File: src/rtl/seq_ctrl_if.sv
// ----------------------------------------------------------------------------
// seq_ctrl_if
// Groups the button-pulse inputs and the sequencing outputs of seq_ctrl.
//   master : button side / sequence generator side (drives BTN_*, reads outputs)
//   slave  : the controller itself (reads BTN_*, drives outputs)
// Signals:
//   BTN_START/STOP/STEP/MODE : one-cycle pulses from the button filters
//   FLTR_CE                  : debounce CE tick back to the button filters
//   SEQ_CE / SEQ_RST         : advance / restart pulses to the sequence generator
//   ADDR, SPEED              : current element index and speed level
//   RUN, PAUSED              : state flags
// ----------------------------------------------------------------------------
interface seq_ctrl_if #(
  parameter int ADDR_WIDTH = 4
);
  logic                  BTN_START;
  logic                  BTN_STOP;
  logic                  BTN_STEP;
  logic                  BTN_MODE;
  logic                  FLTR_CE;
  logic                  SEQ_CE;
  logic                  SEQ_RST;
  logic [ADDR_WIDTH-1:0] ADDR;
  logic [1:0]            SPEED;
  logic                  RUN;
  logic                  PAUSED;

  modport master (
    output BTN_START, BTN_STOP, BTN_STEP, BTN_MODE,
    input  FLTR_CE, SEQ_CE, SEQ_RST, ADDR, SPEED, RUN, PAUSED
  );

  modport slave (
    input  BTN_START, BTN_STOP, BTN_STEP, BTN_MODE,
    output FLTR_CE, SEQ_CE, SEQ_RST, ADDR, SPEED, RUN, PAUSED
  );
endinterface

File: src/rtl/seq_ctrl.sv
// ----------------------------------------------------------------------------
// seq_ctrl
// Run/pause/idle sequencing controller for the sequence generator. Consumes
// the debounced button pulses, produces step/restart pulses and the element
// address, and generates the shared FLTR_CE tick for the button filters.
// Ports:
//   CLK  : system clock, rising edge
//   RST  : synchronous active-high reset
//   bus  : seq_ctrl_if.slave (button pulses in, sequencing outputs out)
// Parameters:
//   CE_DIV     : FLTR_CE period in CLK cycles (>=1)
//   RATE_BASE  : step period at speed 0 in CLK cycles (>=1)
//   SEQ_LEN    : sequence length, 2..2**ADDR_WIDTH
//   ADDR_WIDTH : width of ADDR
// Build option:
//   SEQ_CTRL_ONESHOT_EN : when defined, playback in RUN stops (returns to
//   IDLE with a SEQ_RST pulse) instead of wrapping ADDR back to 0.
// ----------------------------------------------------------------------------
module seq_ctrl #(
  parameter int CE_DIV     = 1024,
  parameter int RATE_BASE  = 16,
  parameter int SEQ_LEN    = 16,
  parameter int ADDR_WIDTH = 4
) (
  input  logic       CLK,
  input  logic       RST,
  seq_ctrl_if.slave  bus
);

  localparam int CE_W  = (CE_DIV > 1) ? $clog2(CE_DIV) : 1;
  // Holds RATE_BASE*8-1, the longest period minus one (speed 3).
  localparam int CNT_W = $clog2(RATE_BASE * 8);

`ifdef SEQ_CTRL_ONESHOT_EN
  localparam bit ONESHOT = 1'b1;
`else
  localparam bit ONESHOT = 1'b0;
`endif

  typedef enum logic [1:0] {S_IDLE, S_RUN, S_PAUSE} state_t;

  state_t                state_reg;
  logic [CE_W-1:0]       ce_cnt_reg;
  logic [CE_W-1:0]       ce_cnt_next;
  logic [CNT_W-1:0]      rate_cnt_reg;
  logic [CNT_W-1:0]      period_m1;
  logic [ADDR_WIDTH-1:0] addr_reg;
  logic [ADDR_WIDTH-1:0] addr_next;
  logic [1:0]            speed_reg;
  logic                  fltr_ce_reg;
  logic                  seq_ce_reg;
  logic                  seq_rst_reg;
  logic                  run_reg;
  logic                  paused_reg;
  logic                  rate_term;
  logic                  addr_last;

  always_comb begin
    ce_cnt_next = (ce_cnt_reg == CE_W'(CE_DIV - 1)) ? '0 : ce_cnt_reg + 1'b1;
    // Truncation is harmless: the full period never exceeds 2**CNT_W.
    period_m1   = CNT_W'((RATE_BASE << speed_reg) - 1);
    rate_term   = (state_reg == S_RUN) && (rate_cnt_reg == period_m1);
    addr_last   = (addr_reg == ADDR_WIDTH'(SEQ_LEN - 1));
    addr_next   = addr_last ? '0 : addr_reg + 1'b1;
  end

  always_ff @(posedge CLK) begin
    if (RST) begin
      state_reg    <= S_IDLE;
      ce_cnt_reg   <= '0;
      rate_cnt_reg <= '0;
      addr_reg     <= '0;
      speed_reg    <= '0;
      fltr_ce_reg  <= 1'b0;
      seq_ce_reg   <= 1'b0;
      seq_rst_reg  <= 1'b0;
      run_reg      <= 1'b0;
      paused_reg   <= 1'b0;
    end else begin
      // FLTR_CE is registered, so it is asserted for the cycle in which the
      // divider holds its terminal value.
      ce_cnt_reg  <= ce_cnt_next;
      fltr_ce_reg <= (ce_cnt_next == CE_W'(CE_DIV - 1));

      seq_ce_reg  <= 1'b0;
      seq_rst_reg <= 1'b0;

      // STOP > START > STEP
      case (state_reg)
        S_IDLE: begin
          if (bus.BTN_STOP) begin
            state_reg <= S_IDLE;
          end else if (bus.BTN_START) begin
            state_reg <= S_RUN;
            run_reg   <= 1'b1;
          end else if (bus.BTN_STEP) begin
            seq_ce_reg <= 1'b1;
            addr_reg   <= addr_next;
            state_reg  <= S_PAUSE;
            paused_reg <= 1'b1;
          end
        end
        S_RUN: begin
          // STOP suppresses a coincident terminal-count step.
          if (bus.BTN_STOP) begin
            state_reg  <= S_PAUSE;
            run_reg    <= 1'b0;
            paused_reg <= 1'b1;
          end else if (rate_term) begin
            if (ONESHOT && addr_last) begin
              state_reg   <= S_IDLE;
              run_reg     <= 1'b0;
              addr_reg    <= '0;
              seq_rst_reg <= 1'b1;
            end else begin
              seq_ce_reg <= 1'b1;
              addr_reg   <= addr_next;
            end
          end
        end
        S_PAUSE: begin
          if (bus.BTN_STOP) begin
            state_reg   <= S_IDLE;
            paused_reg  <= 1'b0;
            addr_reg    <= '0;
            seq_rst_reg <= 1'b1;
          end else if (bus.BTN_START) begin
            state_reg  <= S_RUN;
            run_reg    <= 1'b1;
            paused_reg <= 1'b0;
          end else if (bus.BTN_STEP) begin
            seq_ce_reg <= 1'b1;
            addr_reg   <= addr_next;
          end
        end
        default: begin
          state_reg  <= S_IDLE;
          run_reg    <= 1'b0;
          paused_reg <= 1'b0;
        end
      endcase

      // MODE acts regardless of state and restarts the step period. The rate
      // counter only advances while staying in RUN, so every entry into RUN
      // finds it at zero.
      if (bus.BTN_MODE) begin
        speed_reg    <= speed_reg + 2'd1;
        rate_cnt_reg <= '0;
      end else if ((state_reg == S_RUN) && !bus.BTN_STOP && !rate_term) begin
        rate_cnt_reg <= rate_cnt_reg + 1'b1;
      end else begin
        rate_cnt_reg <= '0;
      end
    end
  end

  assign bus.FLTR_CE = fltr_ce_reg;
  assign bus.SEQ_CE  = seq_ce_reg;
  assign bus.SEQ_RST = seq_rst_reg;
  assign bus.ADDR    = addr_reg;
  assign bus.SPEED   = speed_reg;
  assign bus.RUN     = run_reg;
  assign bus.PAUSED  = paused_reg;

endmodule

File: src/flat_wrapper.sv
// flat-port wrapper written by rule: the top's interface ports become plain ports
module seq_ctrl_flat 
#(
  parameter int CE_DIV     = 1024,
  parameter int RATE_BASE  = 16,
  parameter int SEQ_LEN    = 16,
  parameter int ADDR_WIDTH = 4
)
  (CLK, RST, bus_BTN_START, bus_BTN_STOP, bus_BTN_STEP, bus_BTN_MODE, bus_FLTR_CE, bus_SEQ_CE, bus_SEQ_RST, bus_ADDR, bus_SPEED, bus_RUN, bus_PAUSED);
  seq_ctrl_if #(.ADDR_WIDTH(ADDR_WIDTH)) bus_i ();
  input  logic CLK;
  input  logic RST;
  input wire logic [$bits(bus_i.BTN_START)-1:0] bus_BTN_START;
  input wire logic [$bits(bus_i.BTN_STOP)-1:0] bus_BTN_STOP;
  input wire logic [$bits(bus_i.BTN_STEP)-1:0] bus_BTN_STEP;
  input wire logic [$bits(bus_i.BTN_MODE)-1:0] bus_BTN_MODE;
  output wire logic [$bits(bus_i.FLTR_CE)-1:0] bus_FLTR_CE;
  output wire logic [$bits(bus_i.SEQ_CE)-1:0] bus_SEQ_CE;
  output wire logic [$bits(bus_i.SEQ_RST)-1:0] bus_SEQ_RST;
  output wire logic [$bits(bus_i.ADDR)-1:0] bus_ADDR;
  output wire logic [$bits(bus_i.SPEED)-1:0] bus_SPEED;
  output wire logic [$bits(bus_i.RUN)-1:0] bus_RUN;
  output wire logic [$bits(bus_i.PAUSED)-1:0] bus_PAUSED;
  assign bus_i.BTN_START = bus_BTN_START;
  assign bus_i.BTN_STOP = bus_BTN_STOP;
  assign bus_i.BTN_STEP = bus_BTN_STEP;
  assign bus_i.BTN_MODE = bus_BTN_MODE;
  assign bus_FLTR_CE = bus_i.FLTR_CE;
  assign bus_SEQ_CE = bus_i.SEQ_CE;
  assign bus_SEQ_RST = bus_i.SEQ_RST;
  assign bus_ADDR = bus_i.ADDR;
  assign bus_SPEED = bus_i.SPEED;
  assign bus_RUN = bus_i.RUN;
  assign bus_PAUSED = bus_i.PAUSED;
  seq_ctrl #(.CE_DIV(CE_DIV), .RATE_BASE(RATE_BASE), .SEQ_LEN(SEQ_LEN), .ADDR_WIDTH(ADDR_WIDTH)) u_core (.CLK(CLK), .RST(RST), .bus(bus_i));
endmodule
File: config.mk
export PLATFORM = sky130hd
export DESIGN_NAME = seq_ctrl_flat
export DESIGN_NICKNAME = d
export VERILOG_FILES = /design/src/rtl/seq_ctrl_if.sv /design/src/rtl/seq_ctrl.sv /design/src/flat_wrapper.sv
export SDC_FILE = /design/constraint.sdc
export NUM_CORES = 1
export LEC_CHECK = 0
export ABC_AREA = 1
export BUFFER_PORTS_ARGS = -buffer_cell sky130_fd_sc_hd__buf_2
export CAP_MARGIN = 20
export CORE_MARGIN = 1.5
export CORE_UTILIZATION = 40
export DETAILED_ROUTE_END_ITERATION = 16
export SKIP_LAST_GASP = 1
export SLEW_MARGIN = 5
export SYNTH_ARGS = -nofsm -noshare
export SYNTH_HDL_FRONTEND = slang
export SYNTH_SLANG_ARGS = --single-unit
File: constraint.sdc
create_clock -name CLK -period 1.5 [get_ports CLK]
set_input_delay 0.15 -clock CLK [delete_from_list [all_inputs] [get_ports CLK]]
set_output_delay 0.15 -clock CLK [all_outputs]
set_load 0.01 [all_outputs]
==> results.toml <==
[status]
run_status = "finished clean"

[timing]
hold_ws_ns = 0.191
fmax_mhz = 703
post-route-period-util_pct = 94.9
fin_ws_ns = 0.0766
rsz0062_at_grt = "true"
slew_headroom_pct = 79.2
period_needed_ns = 1.42
worst-slew-pin-transition_ns = 0.311
setup_viol = 0
hold_viol = 0
slew_viol_final = 0
skew_ns = 0.00974

[global_route]
grt_pass1_vias = 1290
grt_pass1_wl_mm = 5.56
grt_usage_pct = 16.9
grt_overflow = 0
antenna_found_initial = 0
grt_max_degree = 12

[detailed_routing]
wl_per_cell_um = 10.3
drt-total-wl_mm = 3.06
drtAntennaViolNets = 0
vias = 1387
route.detailed.drc = 0
dr.first_iter.drc_count = 74
routed_via_density = 4.67
first_pass_iters = 4

[floorplanning]
die_x_um = 65.5
io_pins = 17
die_h_um = 65.5
dieArea_um2 = 4290
core_area_um2 = 3720
row_count = 22
initial_core_util_pct = 42.1

[cells_and_area]
diodes = 0
final_util_pct = 53.1
final_net_count = 264
areaGrowthSynthToFinish_pct = 26.3
largest_reg_flops = 10
final_cell_area_um2 = 1970
post_route_cells_drive_above_1_share_pct = 30.9

[worst_hold_path]
worstHoldPathCells = 3
hp-class = "input pin to flop"
hp-start = "bus_BTN_MODE"

[placed_design]
dp_worst_setup_slack_ns = 0.0139
place_area_um2 = 1800
io_buffers = 16
gp_congestion = 0.810
place_hpwl_mm = 2.31

[pwr]
peakVddDrop_mv = 0.498
leakagePower_nw = 0.885
power.share.combinational_pct = 25.7
p_int_mw = 1.44
powerDensity_nw_per_um2 = 1060
clkPwrFrac_pct = 31.5
net-switching-power_mw = 0.650
switching_share_pct = 31.1
seqPwrFrac_pct = 42.9

[clock_network]
cts_buffers = 5
cts.sinks = 30
htreeDepth = 2
cts_tree = "built"
worstSkewPairLatency_ns = 0.28
clockBufferDepth = 2
root_buffer = "clkbuf_8"
clk_pin_slew_worst_paths_ns = 0.06

[yosys]
synthCells = 213
synth_seq_area_share_pct = 38.4
ys_warn_count = 0
synth_top_area_share_pct = 38.4
syn-mean-instance-area_um2 = 7.34
syn_area_um2 = 1560
synth_largest_area_cell = "dfxtp_1"
synth_nets = 229
netlist_top_cells_area = "dfxtp_1 38%, nand2_1 10%, nor2_1 8.4%, ha_1 8.0%, inv_1 6.7%"
synth_cell_types = 28
ys_ff_latch = 30

[run]
maxCapViolCount = 0

[setup_path]
reg2reg_depth = 11
required_ns = 1.67
cp-startpoint = "u_core.bus.SPEED[0]"
cp.arrival_ns = 1.59
worstPathMaxFanout = 5
crit_path_end_kind = "flop"
crit_type = "flop to flop"
worstSetupStartpointType = "flop"
crit-reg2reg-launch = "u_core.bus.SPEED[0]"
[synth_stat cells, drive strengths merged]
library cell,count
o21ai,7
o22ai,2
a211oi,1
ha,10
inv,29
nand2,45
nor2,38
nor3b,4
o221a,1
or2,1
nand3,13
xnor2,4
nand3b,1
xor2,3
a21oi,10
a21o,1
nand4,6
dfxtp,30
nor3,6
clkbuf,1
[kinds of logic (layout without fill, tap and decap cells)]
family	Yosys count	in the layout	share of synthesized area (%)
buffers and inverters	30	66	7.21
and+or+nand+nor	114	114	34.5
DFF	30	30	38.4
adders and majority gates	10	10	8.01
xor gates and xnor gates	7	7	3.92
AOI/OAI and AO/OA	22	22	7.93
[metal layers]
metal	global-route usage, %	up-vias	share of wire [%]
met1	22.2	605	52
li1	-	755	-
met2	25.5	20	43
met3	5.14	7	3.5
met5	0	-	0
met4	7.81	0	2.1
[placed cells by master (no fill, tap or decap), types with 3 or more instances in the layout]
cell type	netlist	routed
nand2_1	42	40
nor2_1	35	31
dfxtp_1	30	26
inv_1	28	24
buf_2	0	16
buf_4	0	13
a21oi_1	10	8
nand3_1	9	7
nand3_2	4	6
nor2_2	2	6
ha_1	10	6
clkbuf_8	0	6
inv_2	1	5
nor3_1	6	5
nand4_1	5	5
nand2_2	3	4
xnor2_1	4	4
o21ai_0	6	4
xor2_1	3	3
ha_2	0	3
[worst paths after layout]
kind | slack, ns | to
max | 0.08 | u_core.bus.ADDR[0]
min reg2reg | 0.46 | u_core.bus.PAUSED
max reg2reg | 0.08 | u_core.bus.ADDR[0]
min | 0.19 | u_core.bus.SPEED[0]
[cell type report]
class / instances / area (um^2)
clock buffer: 7 / 86.3
clock inverter: 1 / 5.00
fill: 378 / 1740
inverter: 29 / 109
multi-input combinational: 153 / 926
sequential: 30 / 611
tap: 48 / 60.1
timing repair buffer: 29 / 178
[power by group through the flow]
stage / combinational [mW] / sequential (mW) / clock (mW)
CTS: 0.485 / 0.887 / 0.689
global route: 0.611 / 0.902 / 0.718
global placement: 0.479 / 0.906 / 0
floorplan: 0.304 / 0.920 / 0
finish: 0.536 / 0.895 / 0.657
detailed placement: 0.479 / 0.904 / 0
[per-stage QoR]
step | total power [mW] | cells | TNS, ns
after floorplan | 1.22 | 213 | 0
after global placement | 1.38 | 289 | 0
after detailed placement | 1.38 | 289 | 0
after CTS | 2.06 | 297 | 0
after global routing | 2.23 | 297 | -0.0974
final | 2.09 | 297 | 0
[repair_timing]
item,4_1_cts,5_1_grt
hold buffers,0,0
setup endpoints to repair,1,16
buffers inserted,0,0
pin swaps,0,6
gates cloned,0,0
gates resized for setup,1,31
endpoints found under the hold margin,0,0
[worst max-delay path, cell delays in order, from the launching register on]
cell and delay (ns):
dfxtp_4 0.36, inv_2 0.06, ha_2 0.17, inv_1 0.04, nand2_1 0.05, nand2_1 0.05, nor2_2 0.09, nand3_2 0.14
nand2_4 0.13, nand3_2 0.09, nand2_1 0.09, a21oi_2 0.05
No activity file was read; power rests on OpenSTA's default activity.
